[config.mk]
export PLATFORM = sky130hd
export DESIGN_NAME = ahb_bm_input_stage
export DESIGN_NICKNAME = d
export VERILOG_FILES = /design/src/rtl/ahb_bm_pkg.sv /design/src/rtl/ahb_bm_hold_timer.sv /design/src/rtl/ahb_bm_input_stage.sv
export SDC_FILE = /design/constraint.sdc
export NUM_CORES = 1
export LEC_CHECK = 0
export ABC_AREA = 1
export CAP_MARGIN = 25
export CORE_MARGIN = 3
export CORE_UTILIZATION = 49
export DETAILED_ROUTE_END_ITERATION = 12
export PLACE_DENSITY = 0.87
export SLEW_MARGIN = 15
export SYNTH_ARGS = -nofsm -noshare
export SYNTH_HDL_FRONTEND = slang
export SYNTH_SLANG_ARGS = --single-unit
export TNS_END_PERCENT = 5
[constraint.sdc]
create_clock -name HCLK -period 3.6 [get_ports HCLK]
set_clock_uncertainty 0.2 [all_clocks]
set_input_delay 0.54 -clock HCLK [delete_from_list [all_inputs] [get_ports HCLK]]
set_output_delay 0.54 -clock HCLK [all_outputs]
set_load 0.01 [all_outputs]
[src/rtl/ahb_bm_pkg.sv]
// ahb_bm_pkg: shared AHB encodings and state types for the bus-matrix slice.
//   HTRANS, HBURST and HRESP encodings plus the input-stage state type used
//   when the hold-timeout feature (AHB_BM_IN_TIMEOUT_EN) is compiled in.
package ahb_bm_pkg;

  localparam logic [1:0] HTRANS_IDLE   = 2'b00;
  localparam logic [1:0] HTRANS_BUSY   = 2'b01;
  localparam logic [1:0] HTRANS_NONSEQ = 2'b10;
  localparam logic [1:0] HTRANS_SEQ    = 2'b11;

  localparam logic [2:0] HBURST_SINGLE = 3'b000;
  localparam logic [2:0] HBURST_INCR   = 3'b001;
  localparam logic [2:0] HBURST_WRAP4  = 3'b010;
  localparam logic [2:0] HBURST_INCR4  = 3'b011;
  localparam logic [2:0] HBURST_WRAP8  = 3'b100;
  localparam logic [2:0] HBURST_INCR8  = 3'b101;
  localparam logic [2:0] HBURST_WRAP16 = 3'b110;
  localparam logic [2:0] HBURST_INCR16 = 3'b111;

  localparam logic [1:0] HRESP_OKAY  = 2'b00;
  localparam logic [1:0] HRESP_ERROR = 2'b01;

  typedef enum logic [1:0] {
    ST_IDLE = 2'b00,
    ST_HOLD = 2'b01,
    ST_ERR1 = 2'b10,
    ST_ERR2 = 2'b11
  } in_state_e;

endpackage

[src/rtl/ahb_bm_hold_timer.sv]
// ahb_bm_hold_timer: counts consecutive cycles a held transfer waits for a
// grant and flags expiry on the cycle the count would reach TIMEOUT_CYCLES.
// Only instantiated when AHB_BM_IN_TIMEOUT_EN is defined.
// Ports:
//   HCLK   clock
//   HRESET synchronous active-high reset
//   run    hold pending and not issued this cycle
//   expire pulse: this is the TIMEOUT_CYCLES-th waiting cycle
module ahb_bm_hold_timer #(
  parameter int TIMEOUT_CYCLES = 255
) (
  input  logic HCLK,
  input  logic HRESET,
  input  logic run,
  output logic expire
);

  localparam logic [15:0] LIMIT = 16'(TIMEOUT_CYCLES - 1);

  logic [15:0] cnt;

  always_ff @(posedge HCLK) begin
    if (HRESET)   cnt <= '0;
    else if (run) cnt <= cnt + 16'd1;
    else          cnt <= '0;
  end

  // Count starts at 0 on the first waiting cycle, so LIMIT marks the last one.
  assign expire = run & (cnt == LIMIT);

endmodule

[src/rtl/ahb_bm_input_stage.sv]
// ahb_bm_input_stage: per-master input stage of the AHB bus matrix.
//   Holds a master address phase that cannot be issued at once, stalls the
//   master while it is held, presents live or held phase to decode/arbitration
//   and routes data-phase ready/response back.
// Optional: AHB_BM_IN_TIMEOUT_EN adds a hold timeout that drops the held
//   transfer after TIMEOUT_CYCLES and answers the master with a 2-cycle ERROR.
// Ports:
//   HCLK, HRESET                 clock, synchronous active-high reset
//   HSELS..HMASTLOCKS, HREADYS   master address phase and bus ready
//   active_ph, readyout_ph       grant from output port, owning slave ready
//   resp_ph                      data-phase slave response
//   HREADYOUTS, HRESPS           ready/response to master
//   *_ph, req_ph                 selected address phase and arbiter request
//   held_tran                    a buffered transfer is pending
module ahb_bm_input_stage
  import ahb_bm_pkg::*;
#(
  parameter int ADDR_W         = 32,
  parameter int TIMEOUT_CYCLES = 255
) (
  input  logic              HCLK,
  input  logic              HRESET,
  input  logic              HSELS,
  input  logic [ADDR_W-1:0] HADDRS,
  input  logic [1:0]        HTRANSS,
  input  logic              HWRITES,
  input  logic [2:0]        HSIZES,
  input  logic [2:0]        HBURSTS,
  input  logic [3:0]        HPROTS,
  input  logic              HMASTLOCKS,
  input  logic              HREADYS,
  input  logic              active_ph,
  input  logic              readyout_ph,
  input  logic [1:0]        resp_ph,
  output logic              HREADYOUTS,
  output logic [1:0]        HRESPS,
  output logic              sel_ph,
  output logic [ADDR_W-1:0] addr_ph,
  output logic [1:0]        trans_ph,
  output logic              write_ph,
  output logic [2:0]        size_ph,
  output logic [2:0]        burst_ph,
  output logic [3:0]        prot_ph,
  output logic              mastlock_ph,
  output logic              req_ph,
  output logic              held_tran
);

  if (TIMEOUT_CYCLES < 1 || TIMEOUT_CYCLES > 65535) begin : g_param_chk
    $error("TIMEOUT_CYCLES out of range 1..65535");
  end

  logic              live_xfer, issue, load;
  logic              err_wait, err_last;
  logic              dphase;
  logic              hold_sel, hold_write, hold_lock;
  logic [ADDR_W-1:0] hold_addr;
  logic [1:0]        hold_trans;
  logic [2:0]        hold_size, hold_burst;
  logic [3:0]        hold_prot;

  assign live_xfer = HSELS & HREADYS & HTRANSS[1];
  assign issue     = active_ph & readyout_ph;
  // The master is stalled during ERR1, so nothing may be captured then.
  assign load      = live_xfer & ~held_tran & ~issue & ~err_wait;

`ifdef AHB_BM_IN_TIMEOUT_EN
  in_state_e state;
  logic      hold_run, expire;

  assign hold_run = held_tran & ~issue;

  ahb_bm_hold_timer #(.TIMEOUT_CYCLES(TIMEOUT_CYCLES)) u_hold_timer (
    .HCLK   (HCLK),
    .HRESET (HRESET),
    .run    (hold_run),
    .expire (expire)
  );

  always_ff @(posedge HCLK) begin
    if (HRESET) begin
      state <= ST_IDLE;
    end else begin
      case (state)
        ST_IDLE: if (load) state <= ST_HOLD;
        ST_HOLD: begin
          if (issue)       state <= ST_IDLE;
          else if (expire) state <= ST_ERR1;
        end
        ST_ERR1: state <= ST_ERR2;
        // Master may start a new transfer in the last error cycle.
        ST_ERR2: state <= load ? ST_HOLD : ST_IDLE;
        default: state <= ST_IDLE;
      endcase
    end
  end

  assign held_tran = (state == ST_HOLD);
  assign err_wait  = (state == ST_ERR1);
  assign err_last  = (state == ST_ERR2);
`else
  always_ff @(posedge HCLK) begin
    if (HRESET)                 held_tran <= 1'b0;
    else if (held_tran & issue) held_tran <= 1'b0;
    else if (load)              held_tran <= 1'b1;
  end

  assign err_wait = 1'b0;
  assign err_last = 1'b0;
`endif

  // Hold register: captures the full master address phase on load.
  always_ff @(posedge HCLK) begin
    if (HRESET) begin
      hold_sel   <= 1'b0;
      hold_addr  <= '0;
      hold_trans <= HTRANS_IDLE;
      hold_write <= 1'b0;
      hold_size  <= '0;
      hold_burst <= HBURST_SINGLE;
      hold_prot  <= '0;
      hold_lock  <= 1'b0;
    end else if (load) begin
      hold_sel   <= HSELS;
      hold_addr  <= HADDRS;
      hold_trans <= HTRANSS;
      hold_write <= HWRITES;
      hold_size  <= HSIZES;
      hold_burst <= HBURSTS;
      hold_prot  <= HPROTS;
      hold_lock  <= HMASTLOCKS;
    end
  end

  always_comb begin
    sel_ph      = HSELS;
    addr_ph     = HADDRS;
    trans_ph    = HTRANSS;
    write_ph    = HWRITES;
    size_ph     = HSIZES;
    burst_ph    = HBURSTS;
    prot_ph     = HPROTS;
    mastlock_ph = HMASTLOCKS;
    if (held_tran) begin
      sel_ph      = hold_sel;
      addr_ph     = hold_addr;
      trans_ph    = hold_trans;
      write_ph    = hold_write;
      size_ph     = hold_size;
      burst_ph    = hold_burst;
      prot_ph     = hold_prot;
      mastlock_ph = hold_lock;
    end
  end

  assign req_ph = sel_ph & trans_ph[1];

  // Data-phase tracker: set by an issued NONSEQ/SEQ, cleared when it completes.
  always_ff @(posedge HCLK) begin
    if (HRESET)           dphase <= 1'b0;
    else if (issue)       dphase <= trans_ph[1];
    else if (readyout_ph) dphase <= 1'b0;
  end

  always_comb begin
    HREADYOUTS = 1'b1;
    HRESPS     = dphase ? resp_ph : HRESP_OKAY;
    if (err_wait) begin
      HREADYOUTS = 1'b0;
      HRESPS     = HRESP_ERROR;
    end else if (err_last) begin
      HREADYOUTS = 1'b1;
      HRESPS     = HRESP_ERROR;
    end else if (held_tran) begin
      HREADYOUTS = 1'b0;
    end else if (dphase) begin
      HREADYOUTS = readyout_ph;
    end
  end

endmodule

# --- Yosys cells after proc, flatten, opt, wreduce, memory -nomap -nowiden ---
# Index checks and enable logic that the tools add are counted.
word_totals:
  reg_bits: 49
  out_inout_bits: 52
  wordCells: 34
op_classes:
  mux: 13
  bitwise: 9
  reduce_logical: 2
ops:
  columns: ["cell", "n"]
  rows:
  - ["2-to-1 mux 32 bit", 1]
  - ["AND 1 bit", 7]
  - ["2-to-1 mux 1 bit", 7]
  - ["2-to-1 mux 3 bit", 2]
  - ["2-to-1 mux 2 bit", 2]
  - ["2-to-1 mux 4 bit", 1]
  - ["NOT 1 bit", 2]
  - ["nonzero test 2 bit", 1]
  - ["OR reduction 2 bit", 1]

# --- Logic depth before layout (Yosys ltp) ---
# Gate-level depths: netlist (run 1).
logic_depth:
  ltp_word: 4
  ltp_mapped: 8
  ltp_nobuf: 6

# --- Least setup slack after synthesis (run 1) ---
# No wires, ideal clock.
synth_path:
  kind: "reg2out"
  from: "register held_tran"
  to: "output port req_ph"
  t_arrival_ns: 1.131
  required_ns: 2.860
  path_slack_ns: 1.729
  stages_incl_launch_ff: 6
  n_path_buf: 1
  path_cell_list: "dfxtp_1 -> buf_6 -> inv_2 -> o21ai_0 -> nand2_1 -> inv_1"
synth_via:
  elab_chain_len: 2
  elab_cells_between_ends: 3
  classes_between: "mux: 2; bitwise: 1"
synth_rtl:
  columns: ["element", "line", "source"]
  rows:
  - ["from (decl)", "ahb_bm_input_stage.sv:46", "output logic held_tran"]
  - ["from (signal assigned)", "ahb_bm_input_stage.sv:103", "if (HRESET) held_tran <= 1'b0;"]
  - ["from (signal assigned)", "ahb_bm_input_stage.sv:104", "else if (held_tran & issue) held_tran <= 1'b0;"]
  - ["from (signal assigned)", "ahb_bm_input_stage.sv:105", "else if (load) held_tran <= 1'b1;"]
  - ["2-to-1 mux 1 bit", "ahb_bm_input_stage.sv:144", "if (held_tran) begin"]
  - ["net sel_ph", "ahb_bm_input_stage.sv:37", "output logic sel_ph,"]
  - ["AND 1 bit", "ahb_bm_input_stage.sv:156", "assign req_ph = sel_ph & trans_ph[1];"]
  - ["to (decl)", "ahb_bm_input_stage.sv:45", "output logic req_ph,"]
# The timed path passes the listed nets, and every way through them passes these cells.

# --- Worst setup path after layout (run 1) ---
layout_path:
  from: "register held_tran"
  to: "output port req_ph"
layout_via:
  elab_chain_len: 2
  elab_cells_between_ends: 3
  classes_between: "mux: 2; bitwise: 1"
layout_rtl:
  columns: ["element", "line"]
  rows:
  - ["2-to-1 mux 1 bit / 2-to-1 mux 2 bit (equally long branches)", "ahb_bm_input_stage.sv:144"]
  - ["AND 1 bit *", "ahb_bm_input_stage.sv:156"]
# Mark *: on every way between the ends. The rest lies on a longest branch, timed or not.

==> key figures, run 1 <==
Run status
  • Outcome: complete, no violations

Place
  • Final HPWL DP: ~4.9 mm
  • GP Congestion: ~0.8
  • Port bufs: about 110
  • Dpl ws: between 0.8 and 0.9 ns

Critical path
  • Arrival time worst endpoint: just under 2 ns
  • Crit path depth: 6
  • Crit Path Class: register to output port
  • Worst setup SP type: register
  • Critical Path RT: ~2.9 ns
  • Worst R2R Start: held_tran
  • CP bufs+invs: 4
  • Crit-path cells: buf_4 > inv_2 > o21ai_0 > nand2_1 > inv_1 > clkdlybuf4s50_1
  • FF-to-FF setup slack: 1.58 ns
  • Reg2reg path depth: 7
  • Worst R2R End: hold_lock
  • Cell family with most CP delay: buffers and inverters
  • Slowest cell delay on critical path: 0.53 ns
  • Worst Setup End Kind: output port
  • CP max FO: 45
  • Critical-path cell with the highest stage delay: clkdlybuf4s50_1

Final layout
  • # diodes: 0
  • Fill cell count: 498
  • Layout cells sized above 1: about 2.5%
  • Final net count: between 600 and 700
  • Area growth syn-to-layout: 38.2%

Timing
  • Relative slew slack: a little under half
  • Max-slew violations: 0
  • Setup TNS: 0 ns
  • Tmin final: ~2.7 ns
  • Final worst slack: approximately 0.91 ns
  • Endpoints failing setup: 0
  • Hold WS: roughly 0.26 ns
  • Worst-Margin Slew: roughly 0.8 ns
  • Fmax: about 0.37 GHz
  • Unrepaired setup endpoints after global routing: no
  • Final period utilization: around 75%
  • Fin. Hold Viols: 0

Clock network
  • Worst skew pair latency: a little under 0.3 ns
  • Max Buffers Root-to-Sink: 2
  • H-tree Lvls: 2
  • CTS root buffer: clkbuf_8
  • CTS sink cnt: 49
  • Setup Fix Bufs, Post-CTS: 0
  • CTS tree: yes
  • CTS Buf Count: 5
  • PostCTS Resize Cnt: 0
  • # hold bufs at CTS: 0
  • CTS clk-pin slew, worst paths: 0.08 ns

Synth
  • Mapped cell area: just under 3000 sq um
  • Post-synth cell types: 16
  • Area leader, netlist: dfxtp_1
  • Yosys reg bits: roughly 50
  • Syn_nets: about 570
  • Post-synth top area share: 33.6%
  • Synth top cells by count: 144 x inv_1, 143 x nand2_1, 49 x dfxtp_1
  • Count leader, synth: inv_1
  • Area contributors post-synth: dfxtp_1 34%, inv_1 19%, nand2_1 18%
  • Register area share after synthesis: about 34%
  • FFs w/ async S/R, synth: 0%
  • Mapped Avg Cell Area: 5.69 sq um
  • Synth Instances: approximately 510
  • Post-synth EDFFs: 0
  • Yosys warning count: 0
  • Primary FF master, synth: dfxtp_1

Detailed routing
  • Post-DRT Antenna Nets: 0
  • Wire per inst: between 10 and 15 um
  • Via count: about 3000
  • DRT Pass-1 Iters: 4
  • Routed wire length: around 7 mm
  • Drt via density: between 4 and 5
  • Iter 0 DRT Violations: about 130
  • # DRC: 0

GRT
  • Routing usage on met3: under 10%
  • Total track usage: 20.9%
  • M2 GR Usage: roughly 38%
  • First-pass GRT wire length: approximately 13 mm
  • Initial antenna violation count: 0
  • Routing usage on met1: about a quarter
  • Layer with the highest usage: met2
  • GRT overflow: 0
  • Vias in the first global route: around 3000
  • Pin count of the biggest net entering global routing: a little over 50

Pwr
  • Leak pwr: between 1.5 and 2 nW
  • Peak VDD IR: between 0.15 and 0.2 mV
  • Power density over the cells: between 200 and 300 nW/um^2

Floorplan
  • Top Ports: roughly 110
  • CORE AREA: approximately 5600 sq um
  • Die span in x: ~83 um
  • Die area: ~6900 sq um
  • Die span in y: 83.2 um
  • Floorplan row count: 27
  • Starting Density: roughly half

Min path
  • Hold Path Class: register to register
  • Hold depth: 2
  • Hold Path Origin: hold_sel
  • Hold Path End: hold_sel

Job
  • Max cap viols: 0
-- report_power, final --
group          switching [W]  internal, W
Sequential         0.0000123     0.000568
Clock               0.000168     0.000138
Combinational       0.000151     0.000164
-- layout by cell type, fill, tap and decap left out, drive strengths merged --
master | netlist | final
nor2 | 48 | 48
inv | 146 | 146
dfxtp | 49 | 49
clkbuf | 9 | 8
a21oi | 4 | 4
buf | 19 | 4
o21ai | 48 | 48
nand3 | 46 | 46
nand2 | 144 | 144
clkdlybuf4s50 | 0 | 105
-- through the flow --
stage	power, W	util (%)	cell area [sq um]	std cells
final	0.00120	71.5	4040	674
after global routing	0.00127	71.5	4040	674
after CTS	0.00121	71.1	4010	673
after detailed placement	0.000907	69.6	3930	665
after global placement	0.000899	69.6	3930	665
after floorplan	0.000748	-	2920	513
-- worst max-delay path by stage --
stage | from | endpoint | slack, ns
final | held_tran | req_ph | 0.91
after floorplan | held_tran | req_ph | 1.73
after CTS | held_tran | req_ph | 0.90
after global routing | held_tran | req_ph | 0.76
after global placement | HSELS | hold_burst[0] | 0.91
after detailed placement | HSELS | hold_addr[22] | 0.84
-- final cells by class --
type	count	area (sq um)	share of cell area, %
clock buffers	8	80.1	1.98
well taps	72	90.1	2.23
multi-input cells	290	1230	30.6
flip-flops and latches	49	982	24.3
repair buffers	109	1100	27.3
inverters	146	548	13.6
-- layer usage --
metal | vias to the layer above | share of wire (%)
met2 | 84 | 49
met3 | 6 | 6.2
met1 | 1355 | 44
met4 | 0 | 0.61
li1 | 1642 | -
met5 | - | 0
-- cell families (layout without fill, tap and decap cells) --
kind of cell | after synthesis | count (layout) | synth area share (%)
DFF | 49 | 49 | 33.6
buffers and inverters | 174 | 263 | 24.3
AOI/OAI and AO/OA | 52 | 52 | 8.91
and+or+nand+nor | 238 | 238 | 33.2
-- flip-flops by register name, indices dropped and copies added, names as in the netlist --
name	count
hold_lock	1
hold_prot	4
hold_sel	1
held_tran	1
hold_addr	32
hold_trans	2
hold_size	3
dphase	1
hold_write	1
hold_burst	3
-- worst min-delay path: cells and delay by family, from the launching register on --
| family | cells | cell delay, ns |
|---|---|---|
| buffers and inverters | 1 | 0.06 |
| AO/OA/AOI/OAI | 1 | 0.06 |
| flip-flops | 1 | 0.31 |
Power figures use the tool's default switching activity.
==> run 2: changes to the inputs <==
Settings changed: CORE_UTILIZATION 49 to 41, PLACE_DENSITY 0.87 to 0.77.
Clock period 3.6 ns to 2.2 ns, I/O delays scaled along.
==> run 2 against run 1 <==
  * Routed wire length is 1.1% lower
  * Clock power is 59% higher
  * Worst setup slack lost 0.86 ns
  * First-iteration DRC count fell by 45%
==> key figures, run 2 (synthesis gave the netlist of run 1 again) <==
Detailed routing
  • Drt via density: 4.40 (was 4.58)
  • DRT Pass-1 Iters: 4 (unchanged)
  • Wire per inst: 10.1 um (was 10.6 um)
  • Iter 0 DRT Violations: 69 (was 126)
  • Routed wire length: 7.10 mm (was 7.18 mm)
  • Via count: 3092 (was 3087)
  • Post-DRT Antenna Nets: 0 (unchanged)
  • # DRC: 0 (unchanged)

Final layout
  • Layout cells sized above 1: 3.30% (was 2.49%)
  • Commonest non-fill, non-tap cell in the layout: inv_1 (unchanged)
  • Final net count: 659 (was 655)
  • # diodes: 0 (unchanged)
  • Most flops, register: hold_addr (unchanged)
  • Area growth syn-to-layout: 44.3% (was 38.2%)
  • Non-Filler Instances: 702 (was 674)
  • Largest registers: hold_addr x32, hold_prot x4 (unchanged)
  • Max reg flops: 32 (unchanged)
  • Most frequent cells in the layout: 144 x inv_1, 143 x nand2_1, 67 x clkdlybuf4s50_1 (was 144 x inv_1, 143 x nand2_1, 105 x clkdlybuf4s50_1)
  • Post-layout instance area: 4220 sq um (was 4040 sq um)

Critical path
  • Slowest cell delay on critical path: 0.52 ns (was 0.53 ns)
  • Worst R2R Start: held_tran (unchanged)
  • Crit-path cells: clkdlybuf4s50_1 > nand2_1 > o21ai_1 > nand2_1 > inv_1 > clkdlybuf4s50_1 (was buf_4 > inv_2 > o21ai_0 > nand2_1 > inv_1 > clkdlybuf4s50_1)
  • Critical Path RT: 1.67 ns (was 2.86 ns)
  • Arrival time worst endpoint: 1.62 ns (was 1.95 ns)
  • FF-to-FF setup slack: 0.65 ns (was 1.58 ns)
  • Crit Path Class: input port to output port (was register to output port)
  • Worst R2R End: hold_burst[2] (was hold_lock)
  • Reg2reg path depth: 8 (was 7)
  • Critical-path cell with the highest stage delay: clkdlybuf4s50_1 (unchanged)
  • Worst setup SP type: input port (was register)
  • Worst Setup End Kind: output port (unchanged)
  • CP max FO: 2 (was 45)

Place
  • Post-DP Area: 4030 sq um (was 3930 sq um)
  • Final HPWL DP: 4.95 mm (was 4.89 mm)
  • GP Congestion: 0.738 (was 0.799)
  • Port bufs: 105 (unchanged)
  • Placed Cells: 694 (was 665)
  • Dpl ws: 0.0135 ns (was 0.842 ns)

Timing
  • Final worst slack: 0.0496 ns (was 0.911 ns)
  • Endpoints failing setup: 0 (unchanged)
  • Final period utilization: 97.7%
  • Relative slew slack: 45.9% (was 47.5%)
  • Worst-Margin Slew: 0.811 ns (was 0.787 ns)
  • Max-slew violations: 0 (unchanged)
  • Fmax: around 0.47 GHz
  • Tmin final: between 2 and 2.5 ns
  • Fin. Hold Viols: 0 (unchanged)

Min path
  • Hold Path Origin: hold_sel (unchanged)
  • Hold depth: 2 (unchanged)
  • Hold Path Class: register to register (unchanged)
  • Hold Path End: hold_sel (unchanged)

Pwr
  • Net Sw Power: 0.000527 W (was 0.000332 W)
  • Power density over the cells: 461 nW/um^2 (was 298 nW/um^2)
  • Sw Share: 27.1% (was 27.6%)
  • Comb power frac: 26.0% (was 26.2%)
  • Internal: 0.00142 W (was 0.000870 W)
  • Share of total power in the clock network: 25.1% (was 25.5%)
  • Sequential power share: 48.9% (was 48.3%)
  • Peak VDD IR: 0.311 mV (was 0.179 mV)
  • Leak pwr: 2.38 nW (was 2.00 nW)

Clock network
  • H-tree Lvls: 2 (unchanged)
  • CTS tree: yes (unchanged)
  • CTS Buf Count: 5 (unchanged)
  • CTS clk-pin slew, worst paths: 0.08 ns (about the same)
  • # hold bufs at CTS: 0 (unchanged)
  • Worst skew pair latency: 0.28 ns (was 0.29 ns)
  • CTS sink cnt: 49 (unchanged)
  • CTS root buffer: clkbuf_8 (unchanged)
  • Max Buffers Root-to-Sink: 2 (unchanged)

Floorplan
  • Die area: 8170 sq um (was 6920 sq um)
  • Floorplan row count: 30 (was 27)
  • Top Ports: 106 (unchanged)
  • Starting Density: 42.7% (was 51.8%)
  • CORE AREA: 6830 sq um (was 5640 sq um)
  • Die span in x: 90.4 um (was 83.2 um)
  • Die span in y: 90.4 um (was 83.2 um)

GRT
  • GRT overflow: 0 (unchanged)
  • Pin count of the biggest net entering global routing: 51 (unchanged)
  • Total track usage: 17.2% (was 20.9%)
  • Vias in the first global route: 2780 (was 3001)
  • Initial antenna violation count: 0 (unchanged)
  • First-pass GRT wire length: 12.1 mm (was 12.5 mm)

Run status
  • Outcome: complete, no violations (unchanged)

Job
  • Max cap viols: 0 (unchanged)
[run 2: critical path: cells and delay by family]
kind	cells	cell delay (ns)
AO/OA/AOI/OAI	1	0.10
AND/OR/NAND/NOR	2	0.13
buffers and inverters	3	1.06
[run 2: worst max-delay path by stage]
stage                from          end
2_1_floorplan   held_tran       req_ph
3_3_place_gp   HTRANSS[1]       req_ph
3_5_place_dp   HTRANSS[1]       req_ph
4_1_cts         held_tran  addr_ph[29]
5_1_grt        HTRANSS[1]       req_ph
6_report            HSELS       req_ph
[run 2: layout make-up]
cell class                      count  area (sq um)
Timing Repair Buffer              113          1240
Sequential cell                    49           985
Multi-Input combinational cell    290          1240
Clock buffer                        8          80.1
Inverter                          146           548
Tap cell                           96           120
Fill cell                         665          2620
[run 2: routing by layer]
layer	routed length, um	global-route usage [%]
met2	3420	30.5
met5	0	0
met1	3210	21.1
met4	23	3.06
met3	441	4.42
[run 2: power by group through the flow]
stage	Clock, W	Sequential, W	Combinational (W)
floorplan	0	0.000966	0.000259
global placement	0	0.000970	0.000511
detailed placement	0	0.000972	0.000520
CTS	0.000512	0.000951	0.000523
global route	0.000552	0.000956	0.000567
finish	0.000488	0.000951	0.000506
[run 2: per-stage QoR]
| stage | hold slack, ns | total power [W] | utilization, % | setup TNS (ns) |
|---|---|---|---|---|
| finish | 0.267 | 0.00194 | 61.7 | 0 |
| global route | 0.293 | 0.00207 | 61.7 | -0.00169 |
| CTS | 0.262 | 0.00199 | 60.3 | 0 |
| detailed placement | 0.250 | 0.00149 | 59.0 | 0 |
| global placement | 0.250 | 0.00148 | 59.0 | 0 |
| floorplan | 0.199 | 0.00122 | - | 0 |
[run 2: what timing repair did]
item | 4_1_cts | 5_1_grt
endpoints found under the setup margin | 22 | 39
buffers inserted | 0 | 0
resized for setup | 1 | 41
